## src/rtl/keypad_scanner.sv

```systemverilog
// 4x4 matrix keypad scanner: column-walk scan, per-scan result classification,
// debounce over consecutive identical scans, one valid strobe per clean press.
module keypad_scanner #(
  parameter int unsigned SCAN_DIV       = 4096,
  parameter int unsigned DEBOUNCE_SCANS = 4
) (
  input  logic       clk,
  input  logic       rst_n,
  input  logic [3:0] row_in,
  output logic [3:0] col_out,
  output logic [3:0] key_code,
  output logic       key_valid,
  output logic       key_held
);

  localparam int unsigned DIV_W = (SCAN_DIV > 2) ? $clog2(SCAN_DIV) : 1;
  localparam int unsigned CNT_W = 4;
  localparam logic [DIV_W-1:0] DIV_LAST = DIV_W'(SCAN_DIV - 1);
  localparam logic [CNT_W-1:0] CNT_MAX  = CNT_W'(15);
  localparam logic [CNT_W-1:0] DEB_CNT  = CNT_W'(DEBOUNCE_SCANS);

  typedef enum logic [1:0] {RES_NONE = 2'd0, RES_KEY = 2'd1, RES_MULTI = 2'd2} res_e;
  typedef enum logic {S_IDLE = 1'b0, S_HELD = 1'b1} state_e;

  logic [DIV_W-1:0] r_div;
  logic [1:0]       r_col_idx;
  logic [3:0]       r_col_out;
  logic [1:0]       r_acc_hits;   // saturates at 2: only 0/1/many matters
  logic             r_acc_found;
  logic [3:0]       r_acc_code;
  res_e             r_prev_res;
  logic [3:0]       r_prev_code;
  logic [CNT_W-1:0] r_stable;
  state_e           r_state;
  logic [3:0]       r_key_code;
  logic             r_key_valid;
  logic             r_key_held;

  logic             w_sample;
  logic             w_scan_done;
  logic [2:0]       w_col_hits;
  logic [1:0]       w_col_sat;
  logic [1:0]       w_low_row;
  logic [2:0]       w_tot_sum;
  logic [1:0]       w_tot_hits;
  logic [3:0]       w_found_code;
  res_e             w_res;
  logic [3:0]       w_res_code;
  logic [CNT_W-1:0] w_stable_next;
  state_e           w_state_next;
  logic [3:0]       w_code_next;
  logic             w_valid_next;
  logic             w_held_next;

  assign w_sample    = (r_div == DIV_LAST);
  assign w_scan_done = w_sample && (r_col_idx == 2'd3);

  // Per-column row decode and running scan classification
  always_comb begin
    w_col_hits = 3'(!row_in[0]) + 3'(!row_in[1]) + 3'(!row_in[2]) + 3'(!row_in[3]);
    w_col_sat  = (w_col_hits > 3'd1) ? 2'd2 : w_col_hits[1:0];
    casez (row_in)
      4'b???0: w_low_row = 2'd0;
      4'b??01: w_low_row = 2'd1;
      4'b?011: w_low_row = 2'd2;
      default: w_low_row = 2'd3;
    endcase
    w_tot_sum    = 3'(r_acc_hits) + 3'(w_col_sat);
    w_tot_hits   = (w_tot_sum > 3'd1) ? 2'd2 : w_tot_sum[1:0];
    w_found_code = r_acc_found ? r_acc_code : {w_low_row, r_col_idx};
    case (w_tot_hits)
      2'd0:    w_res = RES_NONE;
      2'd1:    w_res = RES_KEY;
      default: w_res = RES_MULTI;
    endcase
    w_res_code = (w_res == RES_KEY) ? w_found_code : 4'd0;
    if ((w_res == r_prev_res) && (w_res_code == r_prev_code))
      w_stable_next = (r_stable == CNT_MAX) ? CNT_MAX : r_stable + CNT_W'(1);
    else
      w_stable_next = CNT_W'(1);
  end

  // Scan timing, accumulator and debounce history
  always_ff @(posedge clk or negedge rst_n) begin
    if (!rst_n) begin
      r_div       <= '0;
      r_col_idx   <= 2'd0;
      r_col_out   <= 4'b1110;
      r_acc_hits  <= 2'd0;
      r_acc_found <= 1'b0;
      r_acc_code  <= 4'd0;
      r_prev_res  <= RES_NONE;
      r_prev_code <= 4'd0;
      r_stable    <= '0;
    end else begin
      r_div <= w_sample ? '0 : r_div + DIV_W'(1);
      if (w_sample) begin
        r_col_idx <= r_col_idx + 2'd1;
        r_col_out <= {r_col_out[2:0], r_col_out[3]};
        if (w_scan_done) begin
          r_acc_hits  <= 2'd0;
          r_acc_found <= 1'b0;
          r_acc_code  <= 4'd0;
          r_prev_res  <= w_res;
          r_prev_code <= w_res_code;
          r_stable    <= w_stable_next;
        end else begin
          r_acc_hits <= w_tot_hits;
          if (!r_acc_found && (w_col_hits != 3'd0)) begin
            r_acc_found <= 1'b1;
            r_acc_code  <= {w_low_row, r_col_idx};
          end
        end
      end
    end
  end

  // Press/release FSM state and registered outputs
  always_ff @(posedge clk or negedge rst_n) begin
    if (!rst_n) begin
      r_state     <= S_IDLE;
      r_key_code  <= 4'd0;
      r_key_valid <= 1'b0;
      r_key_held  <= 1'b0;
    end else begin
      r_state     <= w_state_next;
      r_key_code  <= w_code_next;
      r_key_valid <= w_valid_next;
      r_key_held  <= w_held_next;
    end
  end

  // Next state: act only on scan-complete edges with the freshly updated count
  always_comb begin
    w_state_next = r_state;
    w_code_next  = r_key_code;
    w_valid_next = 1'b0;
    w_held_next  = r_key_held;
    if (w_scan_done) begin
      case (r_state)
        S_IDLE: begin
          if ((w_res == RES_KEY) && (w_stable_next == DEB_CNT)) begin
            w_code_next  = w_res_code;
            w_valid_next = 1'b1;
            w_held_next  = 1'b1;
            w_state_next = S_HELD;
          end
        end
        S_HELD: begin
          if ((w_res == RES_NONE) && (w_stable_next == DEB_CNT)) begin
            w_held_next  = 1'b0;
            w_state_next = S_IDLE;
          end
        end
        default: w_state_next = S_IDLE;
      endcase
    end
  end

  assign col_out   = r_col_out;
  assign key_code  = r_key_code;
  assign key_valid = r_key_valid;
  assign key_held  = r_key_held;

endmodule
```

## config.mk

```make
export PLATFORM = sky130hd
export DESIGN_NAME = keypad_scanner
export DESIGN_NICKNAME = d
export VERILOG_FILES = /design/src/rtl/keypad_scanner.sv
export SDC_FILE = /design/constraint.sdc
export NUM_CORES = 1
export LEC_CHECK = 0
export BUFFER_PORTS_ARGS = -buffer_cell sky130_fd_sc_hd__buf_2
export CORE_MARGIN = 2
export CORE_UTILIZATION = 59
export DETAILED_ROUTE_END_ITERATION = 10
export PLACE_DENSITY = 0.78
export SLEW_MARGIN = 20
export SYNTH_ARGS = -nofsm -noshare
export SYNTH_HDL_FRONTEND = slang
export SYNTH_SLANG_ARGS = --single-unit
export TNS_END_PERCENT = 50
```

## constraint.sdc

```tcl
create_clock -name clk -period 3.3 [get_ports clk]
set_clock_uncertainty 0.15 [all_clocks]
set_input_delay 0.165 -clock clk [delete_from_list [all_inputs] [get_ports clk]]
set_output_delay 0.165 -clock clk [all_outputs]
set_load 0.02 [all_outputs]
```

==> flow_summary_export.csv, run 1 <==
group,metric,value,unit
floorplanning,dieWidth,65.7,µm
floorplanning,die_h,65.7,µm
yosys,yosysTopAreaCell,"dfrtp_1",
pwr,power.total,0.000975,W
cts,clock_sinks,42,
critical_path,r2r_slack,0.49,ns
critical_path,cpPeakStageDelay,0.53,ns
route,routed_wl,4.36,mm
grt,overflow,0,
timing,fmax,0.277,GHz
critical_path,cp_num_buf_inv,6,
critical_path,critical_path_class,"primary input to flip-flop",
pwr,intPower,0.000736,W
route,via_count,1666,
timing,setup_viol,11,
cts,tritoncts,"yes",
critical_path,timing.rr.start,"r_acc_hits[0]",
critical_path,worst_setup_path_start_kind,"primary input",
floorplanning,io_pins,16,
yosys,synth_top_area_share,0.435,
timing,rsz0062_at_grt,"yes",
yosys,synth_nets,228,
critical_path,worst-path-stages,18,
timing,layout_setup_ws,-0.307,ns
grt,use_met1,0.333,
yosys,synth_seq_cells,42,
timing,hold_viol,0,
cells_and_area,nNetsFinal,261,
placed_design,placed_area,0.00245,mm²
critical_path,critPathLaunch,"row_in[0]",
grt,grt_pass1_wl,7.66,mm
cts,clk-insertion-delay-late,0.30,ns
yosys,yosysMostFrequentCell,"dfrtp_1",
pwr,power_density,366,mW/mm²
yosys,yosysUniqueCellTypes,48,
critical_path,critical_path.top_delay_family,"adder cells",
status,status,"finished, violations left",
pwr,p_seq_frac,0.530,
grt,grt_pass1_vias,1633,
cells_and_area,utilization,0.727,
yosys,synth_commonest_cells,"dfrtp_1, nand2_1, nor2_1",
grt,grt_max_degree,43,
pwr,ir_drop,0.261,mV
critical_path,path_cells,"buf_6 -> fa_1 -> inv_1 -> ha_2 -> inv_2 -> ha_4 -> nor3b_2 -> ha_2 -> inv_2 -> fa_1 -> nand3_2 -> buf_6 -> o21ai_2 -> nor4b_4 -> o211ai_4 -> nor4_4 -> buf_4 -> mux2_4",
route,drtIter0Drc,71,
timing,period_share,1.09,
yosys,avgSynthCellArea,10.6,µm²
pwr,swShare,0.246,
cts,cts.clk_slew.worst_paths,0.08,ns
placed_design,hpwlAfterDp,3.05,mm
placed_design,numPortBuffers,15,
cts,numCtsBuffers,5,
cts,htree_levels,2,
floorplanning,core,0.00366,mm²
grt,grt.busiest_layer,"met2",
route,ant_nets,0,
flow_run,max_cap_violations,0,
critical_path,crit_end,"key_code[0]",
yosys,synth_edf_count,0,
cells_and_area,n_antenna_cell,0,
pwr,p_sw,0.000239,W
status,violations,"setup timing",
placed_design,gp_congestion,0.779,
timing,relSlewSlack,0.395,
floorplanning,die_area,0.00431,mm²
cells_and_area,final_area,0.00266,mm²
grt,grt_util_met3,0.0479,
grt,grt.total_usage,0.233,
timing,maxSlewViolCount,0,
critical_path,arrival,3.64,ns
critical_path,worstPathRequired,3.33,ns
floorplanning,start_util,0.613,
yosys,ys_seq_area_frac,0.470,
route,viasPerCell,5.69,
route,route.detailed.drc,0,
critical_path,rr_worst_depth,11,
route,routedWlPerCell,14.9,µm
yosys,postSynth.asyncResetShare,1.00,
min_path,hold_path.class,"primary input to flip-flop",
cells_and_area,area_growth,18.7,%
critical_path,slowest_stage,"fa_1",
yosys,syn_inst,211,
placed_design,post-place-ws,-0.714,ns
cts,cts_buffer_depth,2,
pwr,p_clk_frac,0.357,
yosys,synth_flop_cell,"dfrtp_1",
pwr,leakagePower,1.26,nW
timing,worst_pin_slew,0.908,ns
yosys,synth_warnings,0,
grt,antenna_found_initial,0,
floorplanning,row_count,22,
cells_and_area,layout-drive-gt1-share,0.331,
yosys,synthesis.area,0.00224,mm²
timing,fin_crit,3.61,ns
route,drt-pass1-iter-count,4,
pwr,p_comb_frac,0.112,
critical_path,r2r_end,"key_code[0]",
cells_and_area,fillers,269,
critical_path,end_kind,"flip-flop",
critical_path,critPathMaxFanout,4,
cts,cts-root-buf,"clkbuf_8",
grt,met2_usage,0.357,
yosys,post_synth_main_area_contributors,"dfrtp_1, mux2_2, ha_1",
worst min-delay path by stage:
stage,startpoint,depth (start not counted),end
6_report,row_in[0],4,r_acc_code[2]
4_1_cts,row_in[0],4,r_acc_code[2]
5_1_grt,row_in[0],4,r_acc_code[2]
2_1_floorplan,rst_n,0,col_out[0]
3_3_place_gp,rst_n,1,col_out[0]
3_5_place_dp,rst_n,1,r_div[9]
metal layers:
layer  wire, µm  vias to the layer above
met3        161                        7
li1           -                      807
met4         50                        0
met5          0                        -
met1       2090                      822
met2       2050                       30
cells by family (layout without fill, tap and decap cells):
logic type,after synthesis,in the layout,share of synthesized area
DFF,42,42,0.470
and+or+nand+nor,75,75,0.191
adders and majority gates,11,11,0.0680
xor gates and xnor gates,9,9,0.0351
buffers and inverters,21,55,0.0441
AOI/OAI and AO/OA,37,37,0.112
muxes,16,16,0.0792
placed cells by master, fill, tap and decap left out, types with 2 or more instances in the layout:
master and count:
a21oi_1 8, a22o_1 3, a31oi_1 5, and2_1 2, and3_1 3, buf_2 14
buf_4 16, buf_6 3, clkbuf_8 6, dfrtp_1 39, dfstp_2 3, fa_1 2
ha_1 6, ha_2 2, inv_1 11, inv_2 2, mux2_2 7, mux2_4 4
mux2i_1 4, nand2_1 26, nand3_1 3, nand3b_1 2, nand4_1 2, nor2_1 15
nor3_1 3, nor4_1 2, o21ai_0 7, o21ai_2 2, o31ai_1 2, o31ai_2 2
or3_1 2, or3_4 2, xnor2_1 5, xor2_1 4
power by group through the flow:
stage | Sequential, W | Clock [W] | Combinational (W)
3_5_place_dp | 0.000527 | 0 | 0.0000959
2_1_floorplan | 0.000527 | 0 | 0.0000523
3_3_place_gp | 0.000527 | 0 | 0.0000916
4_1_cts | 0.000517 | 0.000354 | 0.000107
5_1_grt | 0.000517 | 0.000372 | 0.000123
6_report | 0.000517 | 0.000349 | 0.000110
worst register-to-register path, cell delays in order (launching register included):
cell      delay (ns)
dfrtp_1         0.39
ha_2            0.18
inv_2           0.05
fa_1            0.44
nand3_2         0.15
buf_6           0.14
nor3_2          0.06
nor4b_4         0.34
o211ai_4        0.14
nor4_4          0.16
buf_4           0.19
mux2_4          0.31
through the flow:
step           setup TNS, ns  std cells  hold slack (ns)
4_1_cts                -2.48        292            0.231
6_report               -2.27        293            0.232
3_3_place_gp           -6.06        278            0.200
3_5_place_dp           -6.85        278            0.202
5_1_grt                -4.42        293            0.263
2_1_floorplan          -2.19        211           -0.281
flip-flops by register name (all words and copies together), names as in the netlist:
name         flops
r_state          1
r_acc_code       4
key_valid        1
r_div           12
r_stable         4
key_held         1
key_code         4
r_col_idx        2
r_acc_found      1
r_prev_res       2
r_acc_hits       2
col_out          4
r_prev_code      4
area by class of cell:
type,instances,area [µm²],area share
clock buffer,6,82.6,0.0310
clock inverter,2,12.5,0.00470
inverter,13,48.8,0.0183
multi-input combinational,148,1170,0.439
sequential,42,1050,0.396
tap,48,60.1,0.0226
timing repair buffer,34,234,0.0879
repair_timing:
item	CTS	global route
endpoints found under the hold margin	39	0
cloned	0	0
setup endpoints to repair	11	11
buffers inserted	5	1
hold buffers	1	0
pin swaps	2	5
resized for setup	9	8
Note: power is estimated with default switching activity, not from simulation.
==> run 2: changes to the inputs <==
Clock period 3.3 ns to 4 ns, I/O delays scaled along.
==> run 2 against run 1 <==
  * Total power down 20%
  * Worst hold slack improved by 0.065 ns
  * First-iteration DRC count increased by 25%
  * The flow now finishes without violations
  * Highest routed layer unchanged
==> flow_summary_export.csv, run 2 (synthesis results as in run 1) <==
group,metric,value,unit
status,status,"finished clean",
floorplanning,io_pins,16,
cells_and_area,nNetsFinal,254,
timing,hold_viol,0,
critical_path,critPathMaxFanout,6,
placed_design,placed_area,0.00242,mm²
timing,timing.hold.ws,0.298,ns
critical_path,arrival,3.85,ns
cells_and_area,fillers,285,
cts,cts_buffer_depth,2,
grt,grt.total_usage,0.200,
cts,htree_levels,2,
flow_run,max_cap_violations,0,
timing,worst_pin_slew,0.900,ns
placed_design,numPortBuffers,15,
pwr,swShare,0.241,
pwr,leakagePower,1.22,nW
critical_path,rr_worst_depth,11,
grt,grt_max_degree,43,
cts,clock_sinks,42,
min_path,worstHoldPathCells,4,
route,drtIter0Drc,89,
floorplanning,die_area,0.00431,mm²
cts,cts_setup_buffers,0,
cells_and_area,layout-drive-gt1-share,0.265,
floorplanning,start_util,0.613,
placed_design,hpwlAfterDp,2.91,mm
critical_path,worst_setup_path_start_kind,"primary input",
timing,period_share,0.953,
critical_path,cpPeakStageDelay,0.54,ns
pwr,ir_drop,0.246,mV
route,routed_wl,4.06,mm
cells_and_area,n_antenna_cell,0,
placed_design,gp_congestion,0.871,
pwr,intPower,0.000590,W
min_path,hold_path.class,"primary input to flip-flop",
floorplanning,dieWidth,65.7,µm
cells_and_area,final_common_cell,"dfrtp_1",
critical_path,path_cells,"buf_2 -> fa_1 -> inv_1 -> ha_1 -> inv_1 -> ha_1 -> nor3b_1 -> ha_1 -> inv_1 -> fa_1 -> nand3_2 -> buf_4 -> or3_2 -> o311a_1 -> o211ai_4 -> buf_12 -> buf_4 -> a31oi_1 -> o22a_1",
cts,clk-insertion-delay-late,0.29,ns
cells_and_area,largest_reg_flops,12,
grt,grt_pass1_vias,1497,
timing,fmax,0.262,GHz
cts,cts-root-buf,"clkbuf_8",
grt,antenna_found_initial,0,
grt,overflow,0,
critical_path,worstPathRequired,4.04,ns
timing,maxSlewViolCount,0,
grt,grt_pass1_wl,6.47,mm
route,ant_nets,0,
cells_and_area,most-common-layout-cells,"dfrtp_1, nand2_1, nor2_1, buf_2, inv_1",
route,routedWlPerCell,14.2,µm
timing,relSlewSlack,0.400,
route,route.detailed.drc,0,
pwr,p_comb_frac,0.086,
cells_and_area,area_growth,13.5,%
critical_path,end_kind,"flip-flop",
pwr,p_seq_frac,0.548,
floorplanning,die_h,65.7,µm
route,drt-pass1-iter-count,4,
floorplanning,row_count,22,
cts,numCtsBuffers,5,
cts,tritoncts,"yes",
critical_path,critical_path_class,"primary input to flip-flop",
route,viasPerCell,5.60,
floorplanning,core,0.00366,mm²
pwr,p_sw,0.000188,W
route,via_count,1601,
cells_and_area,regMostFlops,"r_div",
timing,setup_viol,0,
critical_path,slowest_stage,"fa_1",
pwr,power_density,306,mW/mm²
cells_and_area,regArea,0.00105,mm²
cells_and_area,final_area,0.00255,mm²
timing,fin_crit,3.81,ns
pwr,p_clk_frac,0.366,
cells_and_area,multi_input_area,0.00111,mm²
cts,cts.clk_slew.worst_paths,0.08,ns
run 2: area by class of cell:
cell class,count,share of cell area
Multi-Input combinational cell,148,0.435
Sequential cell,42,0.414
Timing Repair Buffer,27,0.0708
Clock buffer,6,0.0324
Tap cell,48,0.0236
Inverter,13,0.0192
Clock inverter,2,0.00491
run 2: metal layers:
layer | vias to the layer above | part of all wire | global-route usage
li1 | 791 | - | -
met5 | - | 0 | 0
met4 | 0 | 0.014 | 0.107
met3 | 8 | 0.038 | 0.0411
met1 | 767 | 0.48 | 0.273
met2 | 35 | 0.47 | 0.301
run 2: per-stage QoR:
step,setup WS [ns],util,std cells,total power (W),setup TNS (ns)
6_report,0.189,0.695,286,0.000778,0
2_1_floorplan,0.121,-,211,0.000471,0
3_3_place_gp,-0.106,0.662,277,0.000495,-0.547
3_5_place_dp,-0.253,0.662,277,0.000498,-1.72
4_1_cts,0.0680,0.691,286,0.000779,0
5_1_grt,-0.00630,0.695,286,0.000810,-0.00630
run 2: final timing paths:
| kind | from | to | slack [ns] |
|---|---|---|---|
| setup / recovery | row_in[0] | r_stable[3] | 0.19 |
| hold / removal | row_in[0] | r_acc_code[2] | 0.30 |
| setup reg to reg | r_acc_hits[0] | key_held | 1.12 |
| hold reg to reg | r_acc_code[2] | r_acc_code[2] | 0.34 |
| max in group asynchronous | rst_n | r_div[0] | 2.72 |
| min in group asynchronous | rst_n | r_stable[0] | 0.42 |
run 2: critical path, delay by kind of cell:
family / cells / cell delay (ns)
AOI/OAI and AO/OA: 4 / 0.52
adders and majority gates: 5 / 1.65
and+or+nand+nor: 3 / 0.78
buffers and inverters: 7 / 0.70
run 2: power by group through the flow:
stage               Sequential [W]  Combinational (W)  Clock [W]
finish                    0.000427          0.0000671   0.000284
global route              0.000427          0.0000753   0.000308
CTS                       0.000426          0.0000642   0.000288
detailed placement        0.000435          0.0000635          0
global placement          0.000435          0.0000605          0
floorplan                 0.000435          0.0000363          0
run 2: what timing repair did:
item / 4_1_cts / 5_1_grt
hold endpoints to repair: 39 / 0
gates resized for setup: 0 / 4
setup endpoints to repair: 0 / 5
hold buffers: 1 / 0
==> run 3: changes to the inputs <==
Settings changed: CORE_UTILIZATION 59 to 60, CTS_BUF_LIST set to sky130_fd_sc_hd__clkbuf_8, PLACE_DENSITY 0.78 to 0.79.
==> run 3 against run 2 <==
  * Largest power group unchanged
  * Global-route usage increased by 1.5 points
  * Die area decreased by 1.6%
  * Highest routed layer unchanged
  * Setup slack improved by 0.088 ns
==> flow_summary_export.csv, run 3 (synthesis results as in run 1) <==
group,metric,value,unit
status,status,"finished clean",
timing,fin_crit,3.72,ns
route,drtIter0Drc,94,
timing,maxSlewViolCount,0,
timing,timing.hold.ws,0.257,ns
cts,cts_resized,0,
critical_path,r2r_slack,1.16,ns
pwr,power_density,326,mW/mm²
pwr,leakagePower,1.21,nW
grt,grt_pass1_wl,6.86,mm
route,routed_wl,4.09,mm
cells_and_area,n_antenna_cell,0,
timing,hold_viol,0,
placed_design,numPortBuffers,15,
floorplanning,core,0.00363,mm²
pwr,ir_drop,0.246,mV
floorplanning,die_h,65.1,µm
critical_path,arrival,3.76,ns
critical_path,critPathLaunch,"row_in[0]",
critical_path,timing.rr.start,"r_acc_hits[0]",
critical_path,slowest_stage,"fa_1",
timing,fmax,0.269,GHz
critical_path,worstPathRequired,4.04,ns
floorplanning,io_pins,16,
timing,rsz0062_at_grt,"no",
cells_and_area,nNetsFinal,252,
grt,grt.total_usage,0.215,
grt,antenna_found_initial,0,
route,via_count,1605,
placed_design,placed_area,0.00240,mm²
placed_design,gp_congestion,0.819,
cts,clk-insertion-delay-late,0.30,ns
route,route.detailed.drc,0,
cts,tritoncts,"yes",
cells_and_area,largest_reg_flops,12,
route,viasPerCell,5.65,
floorplanning,start_util,0.617,
cts,cts_buffer_depth,2,
cts,htree_levels,2,
flow_run,max_cap_violations,0,
cts,cts-root-buf,"clkbuf_8",
timing,setup_viol,0,
critical_path,critical_path_class,"primary input to flip-flop",
placed_design,hpwlAfterDp,2.90,mm
timing,worst_pin_slew,0.905,ns
floorplanning,dieWidth,65.1,µm
min_path,min_from,"row_in[0]",
route,drt-pass1-iter-count,4,
route,routedWlPerCell,14.4,µm
critical_path,worst_setup_path_start_kind,"primary input",
critical_path,cpPeakStageDelay,0.52,ns
cts,clock_sinks,42,
cts,numCtsBuffers,5,
cells_and_area,most-common-layout-cells,"dfrtp_1, nand2_1, nor2_1, buf_2, inv_1",
grt,grt_pass1_vias,1474,
cells_and_area,area_growth,12.3,%
grt,grt_max_degree,43,
grt,overflow,0,
cells_and_area,regMostFlops,"r_div",
cells_and_area,final_common_cell,"dfrtp_1",
floorplanning,die_area,0.00424,mm²
floorplanning,row_count,22,
timing,period_share,0.931,
cts,cts.clk_slew.worst_paths,0.08,ns
timing,relSlewSlack,0.397,
cells_and_area,final_area,0.00252,mm²
critical_path,critPathMaxFanout,7,
min_path,hold_path.class,"primary input to flip-flop",
route,ant_nets,0,
critical_path,end_kind,"flip-flop",
critical_path,path_cells,"buf_2 -> fa_1 -> inv_1 -> ha_1 -> inv_1 -> ha_1 -> nor3b_1 -> ha_1 -> inv_1 -> fa_1 -> nand3_1 -> buf_4 -> a21oi_1 -> and3_1 -> o211ai_4 -> or3_4 -> o311ai_1",
cells_and_area,layout-drive-gt1-share,0.246,
[run 3: cell types whose count changed in the layout (fill, tap and decap cells not counted), sizes merged]
cell      change
buf           -2
clkinv        -1
bufinv        +1
clkinvlp      +1
clkbuf        -1
[run 3: layout make-up]
class | instances | area [µm²]
Clock buffer | 5 | 68.8
Clock inverter | 3 | 45.0
Fill cell | 292 | 1110
Inverter | 13 | 48.8
Multi-Input combinational cell | 148 | 1090
Sequential cell | 42 | 1050
Tap cell | 48 | 60.1
Timing Repair Buffer | 25 | 153
[run 3: worst paths after layout]
kind / to / depth (start not counted)
worst max-delay path: key_held / 17
worst min-delay path: r_acc_code[2] / 4
worst max register to register: key_held / 10
worst min register to register: r_div[11] / 1
max in group asynchronous: r_div[11] / 2
min in group asynchronous: r_prev_res[0] / 2
[run 3: per-layer routing]
layer  vias up  GRT usage  routed length, µm
li1        787          -                  -
met5         -          0                  0
met3         4     0.0685                190
met2        32      0.338               1910
met4         0     0.0703                 55
met1       782      0.286               1940
[run 3: what timing repair did]
| item | 4_1_cts | 5_1_grt |
|---|---|---|
| hold endpoints to repair | 39 | 0 |
| setup endpoints to repair | 0 | 4 |
| setup buffers | 0 | 0 |
| hold buffers | 1 | 0 |
[run 3: where the power goes]
group,internal (W),switching (W)
Clock,0.000186,0.000148
Sequential,0.000425,0.00000137
Combinational,0.0000244,0.0000366
[run 3: worst max-delay path: cells and delay by family]
family / cells / cell delay (ns)
buffers and inverters: 5 / 0.44
adder cells (fa/ha/maj): 5 / 1.59
AO/OA/AOI/OAI: 3 / 0.57
AND/OR/NAND/NOR: 4 / 0.95
[run 3: stage by stage]
stage,power [W],TNS (ns),utilization,instances,setup slack (ns)
after floorplan,0.000471,0,-,211,0.121
after global placement,0.000495,-0.116,0.659,275,-0.0300
after detailed placement,0.000496,-0.514,0.659,275,-0.116
after CTS,0.000833,0,0.694,284,0.208
after global routing,0.000858,0,0.694,284,0.0409
final,0.000821,0,0.694,284,0.277
